==> src/rtl/store_write_combiner_if.sv <==
// Request/grant store channel: used for the store-buffer side and the D$ side of the combiner.
interface store_write_combiner_if #(
  parameter int unsigned PLEN = 56
);
  logic            req;
  logic            gnt;
  logic [PLEN-1:0] paddr;
  logic [63:0]     data;
  logic [7:0]      be;
  logic [1:0]      size;

  // master issues the store, slave grants it
  modport master (output req, paddr, data, be, size, input gnt);
  modport slave  (input req, paddr, data, be, size, output gnt);
endinterface

==> src/rtl/store_write_combiner.sv <==
// Single-entry store write combiner: merges committed stores to the same doubleword
// before issuing one D$ write; flushes on address change, age timeout or drain.
module store_write_combiner #(
  parameter int unsigned PLEN     = 56,
  parameter int unsigned TIMEOUT  = 4,
  parameter bit          MERGE_EN = 1'b1
) (
  input  logic                  clk_i,
  input  logic                  rst_ni,
  store_write_combiner_if.slave  s,
  store_write_combiner_if.master d,
  input  logic                  drain_i,
  input  logic [11:0]           page_offset_i,
  output logic                  page_offset_matches_o,
  output logic                  empty_o
);

  localparam int unsigned AgeW = $clog2(TIMEOUT + 1);

  typedef enum logic [1:0] {EMPTY, HOLD, ISSUE} state_e;

  state_e            state_q, state_d;
  logic [PLEN-1:0]   paddr_q, paddr_d;
  logic [63:0]       data_q, data_d;
  logic [7:0]        be_q, be_d;
  logic [1:0]        size_q, size_d;
  logic              merged_q, merged_d;
  logic [AgeW-1:0]   age_q, age_d;
  logic              same_word;
  logic              aged_out;

  assign same_word = (s.paddr[PLEN-1:3] == paddr_q[PLEN-1:3]);
  assign aged_out  = (age_q == AgeW'(TIMEOUT - 1));

  // Next-state, entry update and store-side grant
  always_comb begin
    state_d  = state_q;
    paddr_d  = paddr_q;
    data_d   = data_q;
    be_d     = be_q;
    size_d   = size_q;
    merged_d = merged_q;
    age_d    = age_q;
    s.gnt    = 1'b0;

    unique case (state_q)
      EMPTY: begin
        if (s.req && !drain_i) begin
          s.gnt    = 1'b1;
          paddr_d  = s.paddr;
          data_d   = s.data;
          be_d     = s.be;
          size_d   = s.size;
          merged_d = 1'b0;
          age_d    = '0;
          state_d  = HOLD;
        end
      end
      HOLD: begin
        // drain and timeout win over merging
        if (drain_i || aged_out || !MERGE_EN) begin
          state_d = ISSUE;
        end else if (s.req && same_word) begin
          s.gnt = 1'b1;
          for (int unsigned i = 0; i < 8; i++) begin
            if (s.be[i]) data_d[8*i +: 8] = s.data[8*i +: 8];
          end
          be_d     = be_q | s.be;
          merged_d = 1'b1;
          age_d    = '0;
        end else if (s.req) begin
          state_d = ISSUE;
        end else begin
          age_d = age_q + AgeW'(1);
        end
      end
      ISSUE: begin
        if (d.gnt) begin
          if (s.req && !drain_i) begin
            // back-to-back refill in the retiring cycle
            s.gnt    = 1'b1;
            paddr_d  = s.paddr;
            data_d   = s.data;
            be_d     = s.be;
            size_d   = s.size;
            merged_d = 1'b0;
            age_d    = '0;
            state_d  = HOLD;
          end else begin
            state_d = EMPTY;
          end
        end
      end
      default: state_d = EMPTY;
    endcase
  end

  always_ff @(posedge clk_i or negedge rst_ni) begin
    if (!rst_ni) begin
      state_q  <= EMPTY;
      paddr_q  <= '0;
      data_q   <= '0;
      be_q     <= '0;
      size_q   <= '0;
      merged_q <= 1'b0;
      age_q    <= '0;
    end else begin
      state_q  <= state_d;
      paddr_q  <= paddr_d;
      data_q   <= data_d;
      be_q     <= be_d;
      size_q   <= size_d;
      merged_q <= merged_d;
      age_q    <= age_d;
    end
  end

  // D$ request driven straight from the entry registers, stable until grant
  assign d.req   = (state_q == ISSUE);
  assign d.paddr = merged_q ? {paddr_q[PLEN-1:3], 3'b000} : paddr_q;
  assign d.data  = data_q;
  assign d.be    = be_q;
  assign d.size  = merged_q ? 2'b11 : size_q;

  assign page_offset_matches_o = (state_q != EMPTY) && (page_offset_i[11:3] == paddr_q[11:3]);
  assign empty_o               = (state_q == EMPTY);

endmodule
==> src/flat_wrapper.sv <==
// flat-port wrapper written by rule: the top's interface ports become plain ports
module store_write_combiner_flat 
#(
  parameter int unsigned PLEN     = 56,
  parameter int unsigned TIMEOUT  = 4,
  parameter bit          MERGE_EN = 1'b1
)
  (clk_i, rst_ni, drain_i, page_offset_i, page_offset_matches_o, empty_o, s_req, s_paddr, s_data, s_be, s_size, s_gnt, d_req, d_paddr, d_data, d_be, d_size, d_gnt);
  store_write_combiner_if #(.PLEN(PLEN)) s_i ();
  store_write_combiner_if #(.PLEN(PLEN)) d_i ();
  input  logic clk_i;
  input  logic rst_ni;
  input  logic drain_i;
  input  logic [11:0] page_offset_i;
  output logic page_offset_matches_o;
  output logic empty_o;
  input wire logic [$bits(s_i.req)-1:0] s_req;
  input wire logic [$bits(s_i.paddr)-1:0] s_paddr;
  input wire logic [$bits(s_i.data)-1:0] s_data;
  input wire logic [$bits(s_i.be)-1:0] s_be;
  input wire logic [$bits(s_i.size)-1:0] s_size;
  output wire logic [$bits(s_i.gnt)-1:0] s_gnt;
  output wire logic [$bits(d_i.req)-1:0] d_req;
  output wire logic [$bits(d_i.paddr)-1:0] d_paddr;
  output wire logic [$bits(d_i.data)-1:0] d_data;
  output wire logic [$bits(d_i.be)-1:0] d_be;
  output wire logic [$bits(d_i.size)-1:0] d_size;
  input wire logic [$bits(d_i.gnt)-1:0] d_gnt;
  assign s_i.req = s_req;
  assign s_i.paddr = s_paddr;
  assign s_i.data = s_data;
  assign s_i.be = s_be;
  assign s_i.size = s_size;
  assign s_gnt = s_i.gnt;
  assign d_req = d_i.req;
  assign d_paddr = d_i.paddr;
  assign d_data = d_i.data;
  assign d_be = d_i.be;
  assign d_size = d_i.size;
  assign d_i.gnt = d_gnt;
  store_write_combiner #(.PLEN(PLEN), .TIMEOUT(TIMEOUT), .MERGE_EN(MERGE_EN)) u_core (.clk_i(clk_i), .rst_ni(rst_ni), .s(s_i), .d(d_i), .drain_i(drain_i), .page_offset_i(page_offset_i), .page_offset_matches_o(page_offset_matches_o), .empty_o(empty_o));
endmodule
==> config.mk <==
export PLATFORM = sky130hd
export DESIGN_NAME = store_write_combiner_flat
export DESIGN_NICKNAME = d
export VERILOG_FILES = /design/src/rtl/store_write_combiner_if.sv /design/src/rtl/store_write_combiner.sv /design/src/flat_wrapper.sv
export SDC_FILE = /design/constraint.sdc
export NUM_CORES = 1
export LEC_CHECK = 0
export BUFFER_PORTS_ARGS = -buffer_cell sky130_fd_sc_hd__buf_4
export CAP_MARGIN = 20
export CORE_MARGIN = 10
export CORE_UTILIZATION = 51
export CTS_CLUSTER_SIZE = 14
export DETAILED_ROUTE_END_ITERATION = 8
export HOLD_SLACK_MARGIN = 0.06
export PLACE_DENSITY = 0.85
export SLEW_MARGIN = 20
export SYNTH_ARGS = -nofsm -noshare
export SYNTH_HDL_FRONTEND = slang
export SYNTH_SLANG_ARGS = --single-unit
==> constraint.sdc <==
create_clock -name clk_i -period 4.5 [get_ports clk_i]
set_clock_uncertainty 0.2 [all_clocks]
set_input_delay 1.125 -clock clk_i [delete_from_list [all_inputs] [get_ports clk_i]]
set_output_delay 1.125 -clock clk_i [all_outputs]
set_load 0.05 [all_outputs]
* Word-level counts from Yosys, hierarchy flattened *
Index checks and enable logic that the tools add are counted.

operators by class
  add/sub/neg operators = 1
  $mul = 0
  div/mod/pow operators = 0
  magnitude comparators = 0
  eq/ne operators = 20
  shift operators = 0
  mux-type cells = 49
  bitwise gates (word level) = 1
  reduce and logical (&&, ||, !) cells = 21

operators by type and width
  cell                                                                    number
  64-bit two-way mux                                                      4
  64-bit one-hot mux with 3 select lines                                  1
  56-bit two-way mux                                                      2
  56-bit one-hot mux with 2 select lines                                  1
  8-bit two-way mux                                                       12
  53-bit equality test                                                    1
  5-bit AND reduction                                                     8
  8-bit one-hot mux with 3 select lines                                   1
  3-bit two-way mux                                                       6
  2-bit != test (second input constant)                                   9
  2-bit two-way mux                                                       8
  4-bit AND reduction                                                     3
  9-bit equality test                                                     1
  1-bit two-way mux                                                       9
  3-bit by 2-bit != test with 1-bit output (second input constant)        3
  3-bit one-hot mux with 3 select lines                                   1
  8-bit bitwise OR                                                        1
  2-bit by 1-bit != test with 1-bit output (second input constant)        3
  1-bit one-hot mux with 3 select lines                                   2
  2-bit one-hot mux with 3 select lines                                   1
  2-bit one-hot mux with 2 select lines                                   1
  2-bit nonzero test                                                      2
  3-bit by 1-bit adder with 3-bit output (second input constant)          1
  3-bit by 2-bit equality test with 1-bit output (second input constant)  1
  8 further kinds                                                         10

storage, ports and cells
  flip-flop bits (word level) = 136
  bits in latches = 0
  RAM bits = 0
  ROM bits = 0
  input port bits = 147
  output and inout port bits = 134
  word-level logic and storage cells = 106
  memories = 0

* Depth between registers and ports, before layout *
Gate-level depths: netlist of the first run.

  word-level depth = 5
  mapped depth = 8
  mapped depth without buffers = 7

* Worst setup path after synthesis of the first run *
No wires, ideal clock.

  kind = input port to output port
  from = in page_offset_i[6]
  to = out page_offset_matches_o
  arrival = 2.848 ns
  slack = 0.327 ns
  stages on the path = 3
  path buffers = 0
  path through = xnor2_1 nand4_1 nor4_1

between the ends
  word-level cells in the longest chain between the ends = 2

ends and longest elaborated chain
  item                 RTL line                     source
  from (decl)          flat_wrapper.sv:14           input logic [11:0] page_offset_i;
  9-bit equality test  store_write_combiner.sv:125  assign page_offset_matches_o = (state_q != EMPTY) && (page_offset_i[11:3] == paddr_q[11:3]);
  1-bit logical AND    store_write_combiner.sv:125
  to (decl)            flat_wrapper.sv:15           output logic page_offset_matches_o;

No other way between the ends.

* Worst setup path after layout of the first run *
  from = in s_paddr[4]
  to = out s_gnt

between the ends
  word-level cells in the longest chain between the ends = 5

ends and longest elaborated chain
  item                                   RTL line                    source
  from (decl)                            flat_wrapper.sv:18          input wire logic [$bits(s_i.paddr)-1:0] s_paddr;
  53-bit equality test                   store_write_combiner.sv:32  assign same_word = (s.paddr[PLEN-1:3] == paddr_q[PLEN-1:3]);
  1-bit logical AND                      store_write_combiner.sv:63  end else if (s.req && same_word) begin
  1-bit two-way mux                      store_write_combiner.sv:63
  1-bit two-way mux                      store_write_combiner.sv:61  if (drain_i || aged_out || !MERGE_EN) begin
  1-bit one-hot mux with 3 select lines  store_write_combiner.sv:46  unique case (state_q)
  to (decl)                              flat_wrapper.sv:22          output wire logic [$bits(s_i.gnt)-1:0] s_gnt;

No other way between the ends.

==> run summary, run 1 <==
=================================================================================================
Area Growth Syn to Fin .............................................................       38.04%
Most frequently used cell type in the post-synthesis netlist .......................      nand2_1
Layout cell share with drive strength beyond 1 .....................................       0.4610
Period utilisation layout ..........................................................       0.9024
Global-route usage over all layers .................................................       0.2226
Final critical path time including I/O delays and setup ............................      4061 ps
1st-iter DRT viols .................................................................          246
Post-synthesis net count ...........................................................          744
Area of the mapped netlist .........................................................     6387 um2
Final total negative setup slack ...................................................         0 ps
Portion of synthesized cell area occupied by the leading cell type .................       0.5328
Crit path max-delay cell type ......................................................       nor4_1
Starting Density ...................................................................       0.5252
Biggest area contributors in the synthesized netlist ............................... dfrtp_1, mux2_2, nand2_1
Number of distinct library cell variants in the gate-level netlist after synthesis .           29
Element type at the critical path start ............................................    input pin
Core Area ..........................................................................   12,160 um2
Status ............................................................................. complete, no violations
Power share of the clock group .....................................................        0.248
Global route overflow ..............................................................            0
Total number of vias ...............................................................        5,014
Die Footprint ......................................................................   17,400 um2
FFs w/ async S/R, synth ............................................................        1.000
Switching power of the nets ........................................................      2417 uW
Remaining DRCs .....................................................................            0
Wire length of the first global-routing pass .......................................     30.46 mm
Hold_buf cts .......................................................................            0
Switching Fraction .................................................................       0.4268
Post-CTS Resized ...................................................................            0
Via/cell ratio .....................................................................        5.009
Wirelength, routed .................................................................     19.34 mm
Static leakage power ...............................................................  0.004388 uW
Number of antenna violations at the first check in global routing ..................            0
Area of the multi-input gates ......................................................     2439 um2
Worst hold path type ............................................................... register to register
CTS tree ...........................................................................         done
Upper clock frequency limit ........................................................   0.2462 GHz
Internal power .....................................................................      3246 uW
Wire per inst ......................................................................     19.32 um
Largest net degree at the start of global routing ..................................          120
Detailed Routing Iterations Pass 1 .................................................            4
Final Net Count ....................................................................          969
Library cell occupying the most area in the post-synthesis netlist .................      dfrtp_1
Final hold violation count .........................................................            0
Data arrival at the endpoint of the critical path ..................................      2740 ps
Peak per-stage delay on the critical path ..........................................       380 ps
Total clock buffers created by CTS .................................................           17
Slew headroom ......................................................................       0.3620
Number of clock sinks ..............................................................          136
Sequential power share .............................................................        0.317
Via count of the first global-routing pass .........................................        5,472
Crit-path cells .................................................................... buf_4 > xnor2_1 > nand4_1 > nor4_1 > nand4_1 > o21ai_1 > buf_4
Seq/Total Area, Yosys ..............................................................       0.5328
Max Slew Vio Count .................................................................            0
Transition time at the pin with the least slew margin ..............................     957.0 ps
Power share of the combinational group .............................................        0.435
Worst hold slack after final layout ................................................     268.9 ps
Required time of the critical path .................................................      3170 ps
Clock latency of the later-clocked register in the worst-skew pair .................       410 ps
Startpoint-to-endpoint class of the critical path .................................. input pin to output pin
Endpoint type of the worst setup path ..............................................   output pin
Storage element area ...............................................................     3403 um2
Antenna Nets Post-Route ............................................................            0
Number of violations of the max-capacitance limit ..................................            0
Number of rows in the core area ....................................................           40
Count of flip-flops with a built-in enable after synthesis .........................            0
Total power divided by cell area ................................................... 642.4 nW/um2
Number of buffers added on ports ...................................................          277
Final setup viols ..................................................................            0
Dominant synthesized flop cell .....................................................      dfrtp_1
Chip Width .........................................................................     131.9 um
Yosys warns ........................................................................            0
Antenna Diode Count ................................................................            0
I/O Pins ...........................................................................          281
Post-Synthesis Cells ...............................................................          595
Largest driver fanout on the critical path .........................................            2
CTS H-tree depth ...................................................................            4
Number of buffers between clock root and the deepest sink ..........................            2
Die Ht .............................................................................     131.9 um
Clock tree root driver cell ........................................................    clkbuf_16
Postcts setup bufs .................................................................            0
Per-instance average area after synthesis ..........................................    10.74 um2
Estimated wirelength of the detail-placed design ...................................     15.18 mm
Fillcell total .....................................................................          820
Setup repair after global routing missed its margin ................................        false
Clock input transition at the sequential cells of the worst setup and hold paths ...        60 ps
Top post-synthesis cells by count .................................................. nand2_1, dfrtp_1, mux2_2
Final weighted congestion in routability-driven placement ..........................       0.8538
Worst vdd ir .......................................................................  0.0004720 V
Seq cells post-synth ...............................................................          136
=================================================================================================
layout make-up:
type	count	area share
Clock buffer	20	0.05066
Clock inverter	12	0.01703
Inverter	12	0.005109
Multi-Input combinational cell	371	0.2766
Sequential cell	136	0.3860
Tap cell	168	0.02384
Timing Repair Buffer	282	0.2408
cells in the final DEF, fill, tap and decap left out, types with 2 or more instances in the layout:
| cell | instances |
|---|---|
| nand4_1 | 16 |
| bufinv_16 | 3 |
| o31ai_1 | 3 |
| nor2b_1 | 5 |
| ha_1 | 2 |
| buf_4 | 281 |
| inv_1 | 12 |
| clkinvlp_4 | 3 |
| clkbuf_1 | 2 |
| nand2_1 | 177 |
| or2_2 | 3 |
| mux2_2 | 63 |
| nand2b_1 | 2 |
| nor2_1 | 6 |
| xnor2_1 | 61 |
| a22o_1 | 8 |
| o211ai_1 | 3 |
| nor4_1 | 4 |
| o31a_1 | 5 |
| clkbuf_8 | 2 |
| clkinv_2 | 4 |
| clkbuf_16 | 17 |
| o31ai_4 | 3 |
| dfrtp_1 | 136 |
state kept, by name, indices dropped and copies added (netlist names):
name,flops
u_core.merged_q,1
u_core.age_q,3
u_core.state_q,2
u_core.paddr_q,56
u_core.d.data,64
u_core.size_q,2
u_core.d.be,8
worst max-delay path: cells and delay by family:
kind                      cells  cell delay, ps
xor gates and xnor gates      1             230
buffers and inverters         2             380
AOI/OAI and AO/OA             1             250
and+or+nand+nor               3             750
worst paths after layout:
kind / startpoint / to / slack [ps] / depth (start not counted)
max: s_paddr[4] / s_gnt / 440 / 7
min: u_core.size_q[1] / u_core.size_q[1] / 270 / 2
max reg2reg: u_core.paddr_q[10] / u_core.d.data[60] / 1630 / 7
min reg2reg: u_core.size_q[1] / u_core.size_q[1] / 270 / 2
max in group asynchronous: rst_ni / u_core.d.data[8] / 2600 / 2
min in group asynchronous: rst_ni / u_core.paddr_q[13] / 630 / 1
power by group through the flow:
stage | clock (uW) | sequential, uW | combinational, uW
2_1_floorplan | 0 | 2400 | 1190
3_3_place_gp | 0 | 1780 | 2450
3_5_place_dp | 0 | 1810 | 2490
4_1_cts | 1430 | 1790 | 2500
5_1_grt | 1490 | 1830 | 2600
6_report | 1400 | 1800 | 2470
metrics by stage:
stage	instances	worst slack [ps]	util	area, um2	power (uW)
floorplan	595	327.1	-	6387	3595
global placement	969	424.6	0.6757	8218	4230
detailed placement	969	403.7	0.6757	8218	4299
CTS	1001	395.8	0.7248	8815	5719
global route	1001	271.3	0.7250	8817	5920
finish	1001	439.1	0.7250	8817	5664
cells by family (layout without fill, tap and decap cells):
| logic type | after synthesis | count (layout) | share of synthesized area |
|---|---|---|---|
| xor+xnor | 62 | 62 | 0.08501 |
| mux | 64 | 64 | 0.1134 |
| flops | 136 | 136 | 0.5328 |
| compound gates | 25 | 25 | 0.03781 |
| buf+inv | 88 | 326 | 0.08599 |
| simple gates | 218 | 218 | 0.1410 |
| fa+ha+maj | 2 | 2 | 0.003917 |
metal layers:
metal  wire (um)  up-vias  GRT usage  share of wire
li1            -     2337          -              -
met1        7255     2418     0.2396           0.38
met2        9768      233     0.3812           0.51
met3        1909       26    0.09337          0.099
met4         406        0    0.08282          0.021
met5           0        -          0              0
(Power assumes the default switching activity.)
==> run 2, diff against run 1 <==
==> constraint.sdc (replaced) <==
create_clock -name clk_i -period 4.5 [get_ports clk_i]
set_clock_uncertainty 0.2 [all_clocks]
set_input_delay 1.125 -clock clk_i [delete_from_list [all_inputs] [get_ports clk_i]]
set_output_delay 1.125 -clock clk_i [all_outputs]
set_load 0.005 [all_outputs]
==> run 2 against run 1 <==
- critical path depth stayed put
- power is 21% lower
- routed wire length is 2.4% higher
- count of clock-buffer cells in the layout is 1 lower
- non-clock buffer count is 1 higher
- core utilization is 0.15 points lower
- global-route usage hardly changed
- clock power is 4% lower
- critical path type unchanged
==> run summary, run 2 (same netlist as run 1, synthesis figures left out) <==
===============================================================================================
GR met2 Demand/Resource ..........................................................       0.3781
Upper clock frequency limit ......................................................   0.2581 GHz
Largest net degree at the start of global routing ................................           92
Clock tree root driver cell ......................................................    clkbuf_16
Switching power of the nets ......................................................      1313 uW
Max Slew Vio Count ...............................................................            0
Required time of the critical path ...............................................      3170 ps
Final total negative setup slack .................................................         0 ps
Die Ht ...........................................................................     131.9 um
Estimated wirelength of the detail-placed design .................................     15.36 mm
Via/cell ratio ...................................................................        5.034
I/O Pins .........................................................................          281
Number of clock sinks ............................................................          136
Internal power ...................................................................      3156 uW
Final weighted congestion in routability-driven placement ........................       0.8630
Post-layout total power ..........................................................      4469 uW
Global-route usage over all layers ...............................................       0.2229
Core Area ........................................................................   12,160 um2
CTS H-tree depth .................................................................            4
Total power divided by cell area ................................................. 507.9 nW/um2
Worst vdd ir .....................................................................  0.0003574 V
Power share of the combinational group ...........................................        0.298
Status ........................................................................... complete, no violations
Total clock buffers created by CTS ...............................................           17
Transition time at the pin with the least slew margin ............................     825.9 ps
Clock latency of the later-clocked register in the worst-skew pair ...............       410 ps
Endpoint type of the worst setup path ............................................   output pin
Static leakage power .............................................................  0.004384 uW
Number of violations of the max-capacitance limit ................................            0
Number of buffers added on ports .................................................          277
Number of buffers between clock root and the deepest sink ........................            2
Post-CTS Resized .................................................................            0
Most common library cell in the layout ignoring fill and taps ....................        buf_4
Clock input transition at the sequential cells of the worst setup and hold paths .        50 ps
Chip Width .......................................................................     131.9 um
Die Footprint ....................................................................   17,400 um2
Starting Density .................................................................       0.5252
Final Net Count ..................................................................          970
Final setup viols ................................................................            0
Area Growth Syn to Fin ...........................................................       37.75%
Slew headroom ....................................................................       0.4494
Switching Fraction ...............................................................       0.2938
Final hold violation count .......................................................            0
CTS tree .........................................................................         done
Total number of vias .............................................................        5,044
Antenna Nets Post-Route ..........................................................            0
Antenna Diode Count ..............................................................            0
Number of rows in the core area ..................................................           40
Fraction of met3 tracks used by global routing ...................................       0.1048
Data arrival at the endpoint of the critical path ................................      2550 ps
Element type at the critical path start ..........................................    input pin
Remaining DRCs ...................................................................            0
Worst hold path type ............................................................. register to register
Postcts setup bufs ...............................................................            0
Hold_buf cts .....................................................................            0
Worst hold slack after final layout ..............................................     274.8 ps
Top library cells by usage in the layout, fill and taps aside .................... buf_4, nand2_1, dfrtp_1
Largest driver fanout on the critical path .......................................            2
Gr busiest metal .................................................................         met2
Period utilisation layout ........................................................       0.8608
Wirelength, routed ...............................................................     19.80 mm
Via count of the first global-routing pass .......................................        5,445
Number of antenna violations at the first check in global routing ................            0
Layout cell share with drive strength beyond 1 ...................................       0.4628
Global route overflow ............................................................            0
Global Route met1 Usage ..........................................................       0.2337
Wire length of the first global-routing pass .....................................     30.56 mm
1st-iter DRT viols ...............................................................          246
Final critical path time including I/O delays and setup ..........................      3874 ps
Power share of the clock group ...................................................        0.300
Fillcell total ...................................................................          827
Detailed Routing Iterations Pass 1 ...............................................            7
Sequential power share ...........................................................        0.402
Setup repair after global routing missed its margin ..............................        false
Number of flip-flops in the largest register .....................................           64
Wire per inst ....................................................................     19.76 um
Startpoint-to-endpoint class of the critical path ................................ input pin to output pin
===============================================================================================
run 2: routing by layer:
metal  part of all wire  vias to the layer above
li1                   -                     2334
met1               0.37                     2438
met2               0.51                      244
met3               0.10                       28
met4              0.020                        0
met5                  0                        -
run 2: worst max-delay path: stages:
cell	delay, ps
buf_4	120
xnor2_1	250
nand4_1	130
nor4_1	330
nand4_1	210
o21ai_1	210
buf_4	170
run 2: power groups by stage:
stage                     logic, uW  clock network (uW)  registers (uW)
final                          1330                1340            1800
after global routing           1450                1420            1840
after CTS                      1360                1350            1790
after detailed placement       1350                   0            1800
after global placement         1300                   0            1780
after floorplan                 697                   0            1770
run 2: per-stage QoR:
stage / instance area [um2] / setup slack (ps) / std cells / util
floorplan: 6387 / 669.3 / 595 / -
global placement: 8225 / 545.1 / 970 / 0.6763
detailed placement: 8225 / 542.8 / 970 / 0.6763
CTS: 8798 / 559.7 / 1002 / 0.7235
global route: 8798 / 442.5 / 1002 / 0.7235
finish: 8798 / 626.2 / 1002 / 0.7235
run 2: layout make-up:
type,instances,area [um2],area share
clock buffers,19,442.9,0.05034
clock inverters,13,130.1,0.01479
inverters,12,45.04,0.005119
multi-input cells,371,2439,0.2772
flip-flops and latches,136,3403,0.3868
well taps,168,210.2,0.02389
repair buffers,283,2128,0.2419
run 2: final timing paths:
path	startpoint	to	slack, ps	depth (start not counted)
max	s_paddr[10]	s_gnt	630	7
min in group asynchronous	rst_ni	u_core.paddr_q[11]	600	1
max reg2reg	u_core.paddr_q[9]	u_core.d.data[61]	1670	7
max in group asynchronous	rst_ni	u_core.d.data[34]	2660	2
min	u_core.size_q[1]	u_core.size_q[1]	270	2
min reg2reg	u_core.size_q[1]	u_core.size_q[1]	270	2
